==> src/rtl/wrr_arbitor_pkg.sv <==
// Shared constants for the weighted round-robin arbiter and its users.
// Weight vectors pack channel 0 into the least significant nibble.
package wrr_arbitor_pkg;

  localparam int NUM_IN_DEF   = 4;
  localparam int WIDTH_DEF    = 32;
  localparam int DEPTH_DEF    = 4;
  localparam int WEIGHT_W_DEF = 4;

  // tarb gives channel 0 bursts of three; larb splits evenly in pairs.
  localparam logic [NUM_IN_DEF*WEIGHT_W_DEF-1:0] TARB_WEIGHTS = 16'h1113;
  localparam logic [NUM_IN_DEF*WEIGHT_W_DEF-1:0] LARB_WEIGHTS = 16'h2222;

endpackage

==> src/rtl/wrr_arbitor_if.sv <==
// Upstream and downstream stream bundle of the weighted round-robin arbiter.
// Handshake: a beat moves on a cycle where valid && !stall; the sender holds valid and data while stalled.
interface wrr_arbitor_if #(
  parameter int NUM_IN = 4,
  parameter int WIDTH  = 32
);

  logic [NUM_IN-1:0]       valid_us;
  logic [NUM_IN*WIDTH-1:0] data_us;
  logic [NUM_IN-1:0]       stall_us;
  logic                    valid_ds;
  logic [WIDTH-1:0]        data_ds;
  logic                    stall_ds;

  modport master (
    output valid_us, data_us, stall_ds,
    input  stall_us, valid_ds, data_ds
  );

  modport slave (
    input  valid_us, data_us, stall_ds,
    output stall_us, valid_ds, data_ds
  );

endinterface

==> src/rtl/wrr_arbitor_fifo.sv <==
// Registered synchronous FIFO; the head entry is presented whenever count_o is non-zero.
// Pushes into a full FIFO and pops from an empty one are ignored.
module arb_fifo #(
  parameter int WIDTH = 32,
  parameter int DEPTH = 4
) (
  input  logic                       clk,
  input  logic                       rst,
  input  logic                       push_i,
  input  logic [WIDTH-1:0]           data_i,
  input  logic                       pop_i,
  output logic                       valid_o,
  output logic [WIDTH-1:0]           data_o,
  output logic [$clog2(DEPTH+1)-1:0] count_o
);

  localparam int AW = $clog2(DEPTH);
  localparam int CW = $clog2(DEPTH+1);

  logic [WIDTH-1:0] mem_q [DEPTH];
  logic [AW-1:0]    wr_q, wr_d;
  logic [AW-1:0]    rd_q, rd_d;
  logic [CW-1:0]    count_q, count_d;
  logic             do_push, do_pop;

  assign do_push = push_i && (count_q != CW'(DEPTH));
  assign do_pop  = pop_i && (count_q != '0);

  // DEPTH is a power of two, so the pointers wrap by overflow.
  always_comb begin
    wr_d    = do_push ? wr_q + 1'b1 : wr_q;
    rd_d    = do_pop ? rd_q + 1'b1 : rd_q;
    count_d = count_q;
    if (do_push && !do_pop) count_d = count_q + 1'b1;
    if (!do_push && do_pop) count_d = count_q - 1'b1;
  end

  always_ff @(posedge clk) begin
    if (rst) begin
      wr_q    <= '0;
      rd_q    <= '0;
      count_q <= '0;
    end else begin
      wr_q    <= wr_d;
      rd_q    <= rd_d;
      count_q <= count_d;
    end
  end

  always_ff @(posedge clk) begin
    if (do_push) mem_q[wr_q] <= data_i;
  end

  assign valid_o = (count_q != '0);
  assign data_o  = mem_q[rd_q];
  assign count_o = count_q;

endmodule

==> src/rtl/wrr_arbitor.sv <==
// N-way weighted round-robin arbiter feeding a registered output FIFO.
// A channel keeps the grant for up to its weight (0 counts as 1) back-to-back transfers.
module wrr_arbitor
  import wrr_arbitor_pkg::*;
#(
  parameter int NUM_IN   = NUM_IN_DEF,
  parameter int WIDTH    = WIDTH_DEF,
  parameter int DEPTH    = DEPTH_DEF,
  parameter int WEIGHT_W = WEIGHT_W_DEF
) (
  input  logic                         clk,
  input  logic                         rst,
  input  logic [NUM_IN*WEIGHT_W-1:0]   weights,
  wrr_arbitor_if.slave                 bus,
  output logic [$clog2(DEPTH+1)-1:0]   occupancy,
  output logic [$clog2(NUM_IN)-1:0]    dbg_ptr_o,
  output logic [WEIGHT_W-1:0]          dbg_credit_o
);

  localparam int PTR_W = $clog2(NUM_IN);
  localparam int CNT_W = $clog2(DEPTH+1);

  logic [PTR_W-1:0]    ptr_q, ptr_d;
  logic [WEIGHT_W-1:0] credit_q, credit_d;
  logic [PTR_W-1:0]    grant;
  logic [PTR_W-1:0]    idx;
  logic                found;
  logic                accept;
  logic [NUM_IN-1:0]   stall;
  logic [WEIGHT_W-1:0] w_g, weff;
  logic [WEIGHT_W:0]   n;
  logic [CNT_W-1:0]    count;
  logic                fifo_valid;
  logic [WIDTH-1:0]    fifo_data;

  // First valid channel at or after ptr; the modulo keeps non-power-of-two NUM_IN correct.
  always_comb begin
    grant = '0;
    found = 1'b0;
    idx   = '0;
    for (int k = 0; k < NUM_IN; k++) begin
      idx = PTR_W'((int'(ptr_q) + k) % NUM_IN);
      if (!found && bus.valid_us[idx]) begin
        found = 1'b1;
        grant = idx;
      end
    end
  end

  // Fullness uses the registered count so stall_ds never reaches stall_us combinationally.
  assign accept = !rst && found && (count < CNT_W'(DEPTH));

  always_comb begin
    stall = '1;
    if (accept) stall[grant] = 1'b0;
  end

  always_comb begin
    w_g  = weights[int'(grant)*WEIGHT_W +: WEIGHT_W];
    weff = (w_g == '0) ? WEIGHT_W'(1) : w_g;
    n    = (grant == ptr_q) ? {1'b0, credit_q} + (WEIGHT_W+1)'(1) : (WEIGHT_W+1)'(1);
    if (n < {1'b0, weff}) begin
      ptr_d    = grant;
      credit_d = n[WEIGHT_W-1:0];
    end else begin
      ptr_d    = (grant == PTR_W'(NUM_IN-1)) ? '0 : grant + PTR_W'(1);
      credit_d = '0;
    end
  end

  always_ff @(posedge clk) begin
    if (rst) begin
      ptr_q    <= '0;
      credit_q <= '0;
    end else if (accept) begin
      ptr_q    <= ptr_d;
      credit_q <= credit_d;
    end
  end

  arb_fifo #(
    .WIDTH (WIDTH),
    .DEPTH (DEPTH)
  ) u_fifo (
    .clk     (clk),
    .rst     (rst),
    .push_i  (accept),
    .data_i  (bus.data_us[int'(grant)*WIDTH +: WIDTH]),
    .pop_i   (fifo_valid && !bus.stall_ds),
    .valid_o (fifo_valid),
    .data_o  (fifo_data),
    .count_o (count)
  );

  assign bus.stall_us  = stall;
  assign bus.valid_ds  = fifo_valid;
  assign bus.data_ds   = fifo_data;
  assign occupancy     = count;
  assign dbg_ptr_o     = ptr_q;
  assign dbg_credit_o  = credit_q;

endmodule

==> src/flat_wrapper.sv <==
// flat-port wrapper written by rule: the top's interface ports become plain ports
module wrr_arbitor_flat import wrr_arbitor_pkg::*;
#(
  parameter int NUM_IN   = NUM_IN_DEF,
  parameter int WIDTH    = WIDTH_DEF,
  parameter int DEPTH    = DEPTH_DEF,
  parameter int WEIGHT_W = WEIGHT_W_DEF
)
  (clk, rst, weights, occupancy, dbg_ptr_o, dbg_credit_o, bus_valid_us, bus_data_us, bus_stall_ds, bus_stall_us, bus_valid_ds, bus_data_ds);
  wrr_arbitor_if #(.NUM_IN(NUM_IN), .WIDTH(WIDTH)) bus_i ();
  input  logic clk;
  input  logic rst;
  input  logic [NUM_IN*WEIGHT_W-1:0] weights;
  output logic [$clog2(DEPTH+1)-1:0] occupancy;
  output logic [$clog2(NUM_IN)-1:0] dbg_ptr_o;
  output logic [WEIGHT_W-1:0] dbg_credit_o;
  input wire logic [$bits(bus_i.valid_us)-1:0] bus_valid_us;
  input wire logic [$bits(bus_i.data_us)-1:0] bus_data_us;
  input wire logic [$bits(bus_i.stall_ds)-1:0] bus_stall_ds;
  output wire logic [$bits(bus_i.stall_us)-1:0] bus_stall_us;
  output wire logic [$bits(bus_i.valid_ds)-1:0] bus_valid_ds;
  output wire logic [$bits(bus_i.data_ds)-1:0] bus_data_ds;
  assign bus_i.valid_us = bus_valid_us;
  assign bus_i.data_us = bus_data_us;
  assign bus_i.stall_ds = bus_stall_ds;
  assign bus_stall_us = bus_i.stall_us;
  assign bus_valid_ds = bus_i.valid_ds;
  assign bus_data_ds = bus_i.data_ds;
  wrr_arbitor #(.NUM_IN(NUM_IN), .WIDTH(WIDTH), .DEPTH(DEPTH), .WEIGHT_W(WEIGHT_W)) u_core (.clk(clk), .rst(rst), .weights(weights), .bus(bus_i), .occupancy(occupancy), .dbg_ptr_o(dbg_ptr_o), .dbg_credit_o(dbg_credit_o));
endmodule
==> config.mk <==
export PLATFORM = sky130hd
export DESIGN_NAME = wrr_arbitor_flat
export DESIGN_NICKNAME = d
export VERILOG_FILES = /design/src/rtl/wrr_arbitor_pkg.sv /design/src/rtl/wrr_arbitor_if.sv /design/src/rtl/wrr_arbitor_fifo.sv /design/src/rtl/wrr_arbitor.sv /design/src/flat_wrapper.sv
export SDC_FILE = /design/constraint.sdc
export NUM_CORES = 1
export LEC_CHECK = 0
export ABC_AREA = 1
export CAP_MARGIN = 40
export CORE_UTILIZATION = 30
export DETAILED_ROUTE_END_ITERATION = 8
export PLACE_DENSITY = 0.59
export SYNTH_ARGS = -nofsm -noshare
export SYNTH_HDL_FRONTEND = slang
export SYNTH_SLANG_ARGS = --single-unit
==> constraint.sdc <==
create_clock -name clk -period 3.3 [get_ports clk]
set_input_delay 0.495 -clock clk [delete_from_list [all_inputs] [get_ports clk]]
set_output_delay 0.495 -clock clk [all_outputs]
set_load 0.1 [all_outputs]
==> out/qor_table.md <==
| Metric | Value | Unit |
|---|---|---|
| Commonest cells post-synth | nand2_1 (173), edfxtp_1 (128), nor2_1 (80) | - |
| Max-cap violation count | 0 | - |
| Post-synthesis async set-or-reset flop share | 0 | % |
| Row count | 55 | - |
| Per-cell via count in the routed design | 4.86 | - |
| Clock transition at path regs | 0.06 | ns |
| Multi-input logic area | 2540 | µm² |
| Post-synthesis cell type count | 33 | - |
| Via count of the routed design | 5983 | - |
| Count of nets after finishing | 1097 | - |
| Clock Sink Count | 143 | - |
| Result of the run | finished, final reports clean | - |
| Number of antenna diodes | 0 | - |
| Finished Core Util | 46.1 | % |
| Primary flip-flop cell chosen by synthesis mapping | edfxtp_1 | - |
| Clock tree from TritonCTS | yes | - |
| Width of the die | 154 | µm |
| Wire length of the first global-routing pass | 30000 | µm |
| Reg2Reg Depth | 20 | - |
| Instance area at placement | 9880 | µm² |
| Critical path fanouts, max | 12 | - |
| Final setup viols | 0 | - |
| Class of the worst hold path | reg -> reg | - |
| Slowest Stage Delay on Critical Path | 0.40 | ns |
| Critical register-to-register path endpoint | u_core.dbg_credit_o[3] | - |
| Number of nets in the synthesized netlist | 881 | - |
| Vertical extent of the die | 154 | µm |
| Arrival @ worst endpoint | 2.56 | ns |
| Most frequent cell after synthesis | nand2_1 | - |
| Critical path start-end classification | reg -> out | - |
| Mapped Avg Cell Area | 9.72 | µm² |
| Detailed-routing iteration count for the pre-antenna-repair pass | 6 | - |
| Number of stages on the worst hold path | 2 | - |
| Share of the cycle needed by the critical path after routing | 92.5 | % |
| All-Layer GR Usage | 16.5 | % |
| Boundary Pins | 197 | - |
| Wire length after detailed routing | 19400 | µm |
| Antenna violations before repair | 0 | - |
| Maximum number of pins on one net before global-route repair | 65 | - |
| Clock buffer depth | 2 | - |
| Share of the synthesized area in the top cell type | 55.2 | % |
| Total number of yosys warnings | 0 | - |
| Port Buffers | 196 | - |
| Number of nets still failing antenna checks after routing | 0 | - |
| Unrepaired setup endpoints after global routing | no | - |
| Yosys reg bits | 143 | - |
| Number of global-route vias before repair | 5738 | - |
| Root buf cell | clkbuf_16 | - |
| Starting DRT DRC Count | 373 | - |
| Sequential cell area fraction in the yosys report | 59.5 | % |
| Layout overhead on the synthesized area | 50.3 | % |
| Gp weighted congestion | 0.845 | - |
| Max Transition Viols Final | 0 | - |
| Register Area | 4150 | µm² |
| Insertion delay to the later sink of the worst-skew pair | 0.42 | ns |
| Crit path top cell by count | nand2_1 | - |
| Worst EP required | 2.80 | ns |
| Overflow after GRT | 0 | - |
| Slew of the pin with the lowest slew margin | 0.654 | ns |
| Worst Setup Start Kind | flop | - |
| DRC errors left | 0 | - |
| Most area-hungry cell type in the Yosys netlist | edfxtp_1 | - |
| Filler Cells Inserted | 2085 | - |
| Clock buffers created by TritonCTS | 17 | - |
| Final routed wire length divided by cell count | 15.8 | µm |
| Crit path max-delay cell type | dfxtp_4 | - |
| DPL Wire Length | 13400 | µm |
| Worst slack on hold paths | 0.462 | ns |
| Clock period minus worst slack | 3.05 | ns |
| Layout cell share with drive strength beyond 1 | 15.4 | % |
| Final hold violation count | 0 | - |
| Number of cells produced by synthesis | 716 | - |
| Layout Cell Area excl Fill | 10500 | µm² |
| Critical path capture point type | output port | - |
| Post-CTS setup buffer count | 0 | - |
| Starting utilization of the core area | 30.7 | % |
| Worst slew margin relative to its limit | 56.3 | % |
| HP Start | u_core.u_fifo.rd_q[1] | - |
| R2R setup slack | 0.33 | ns |
| Leading cell types by total area after synthesis | edfxtp_1 (55%), nand2_1 (9.3%), o21ai_0 (5.1%), dfxtp_1 (4.3%), nor2_1 (4.3%) | - |
| Placeable core region | 22700 | µm² |
| CTS HTree Levels | 4 | - |
| Clock tree skew after final layout | 0.00759 | ns |
| Highest attainable clock frequency | 328 | MHz |
| Cell area after synthesis | 6960 | µm² |
| Number of flops mapped to enable cells by yosys | 128 | - |
| Die Area | 23800 | µm² |
| Cell-by-cell trace of the critical path | inv_2 -> nand2_1 -> nand3_1 -> nand2_1 -> inv_2 -> nand2_1 -> nand2_1 -> nand3_4 -> buf_4 -> buf_4 -> ha_1 -> nand2_1 -> buf_12 | - |
| Beginning of the worst register-to-register path | u_core.dbg_ptr_o[0] | - |
[layout by cell type, fill, tap and decap left out, drive strengths merged, types with 3 or more instances in the layout]
cell type / n
a21oi: 45
a32oi: 32
buf: 89
bufinv: 3
clkbuf: 18
clkdlybuf4s50: 153
clkinv: 10
dfxtp: 15
edfxtp: 128
ha: 13
inv: 34
nand2: 178
nand3: 31
nor2: 83
o21ai: 72
o22ai: 32
[metrics by stage]
| step | setup slack [ns] | cells | TNS [ns] |
|---|---|---|---|
| after floorplan | -0.0136 | 716 | -0.0273 |
| after global placement | -0.0697 | 1195 | -0.173 |
| after detailed placement | -0.113 | 1198 | -0.781 |
| after CTS | 0.233 | 1230 | 0 |
| after global routing | 0.0195 | 1230 | 0 |
| final | 0.247 | 1230 | 0 |
[cell families (layout without fill, tap and decap cells)]
| kind of cell | Yosys count | after routing | synth area share, % |
|---|---|---|---|
| compound gates | 184 | 184 | 15.6 |
| flops | 143 | 143 | 59.5 |
| buf+inv | 79 | 308 | 4.56 |
| simple gates | 295 | 295 | 17.5 |
| fa+ha+maj | 14 | 14 | 2.62 |
| xor+xnor | 1 | 1 | 0.126 |
[metal layers]
| layer | global-route usage, % | part of all wire, % |
|---|---|---|
| met1 | 20.4 | 45 |
| met2 | 27.8 | 47 |
| met3 | 4.57 | 6.3 |
| met4 | 5.61 | 1.7 |
| met5 | 0 | 0 |
[area by class of cell]
type | count | area share [%]
clock buffer | 18 | 4.10
clock inverter | 14 | 1.42
inverter | 34 | 1.22
multi-input combinational | 494 | 24.3
sequential | 143 | 39.7
tap | 285 | 3.41
timing repair buffer | 242 | 25.9
[what timing repair did]
item	CTS	global route
hold buffers	0	0
resized for setup	0	1
setup endpoints to repair	0	1
hold endpoints to repair	0	0
[worst max path at each step]
stage                   startpoint                  end  slack (ns)  cells after the start
6_report       u_core.dbg_ptr_o[0]      bus_stall_us[0]        0.25                     13
5_1_grt        u_core.dbg_ptr_o[0]      bus_stall_us[0]        0.02                     14
4_1_cts        u_core.dbg_ptr_o[0]      bus_stall_us[0]        0.23                     13
3_5_place_dp       bus_valid_us[3]  u_core.dbg_ptr_o[0]       -0.11                     22
3_3_place_gp       bus_valid_us[3]  u_core.dbg_ptr_o[0]       -0.07                     22
2_1_floorplan  u_core.dbg_ptr_o[1]      bus_stall_us[0]       -0.01                     12
[critical path, delay by kind of cell, from the launching register on]
family	cells	cell delay (ns)
fa+ha+maj	1	0.19
buf+inv	5	0.84
flops	1	0.40
simple gates	7	0.69
[registers in the layout (all words and copies together), names as in the netlist, named ones only]
name,cells
u_core.u_fifo.rd_q,2
u_core.dbg_credit_o,4
u_core.u_fifo.count_o,3
u_core.u_fifo.mem_q,128
u_core.dbg_ptr_o,2
u_core.u_fifo.wr_q,2
Power is not shown: default switching activity piles up to over one toggle a cycle in this logic, so the estimate is an artifact.
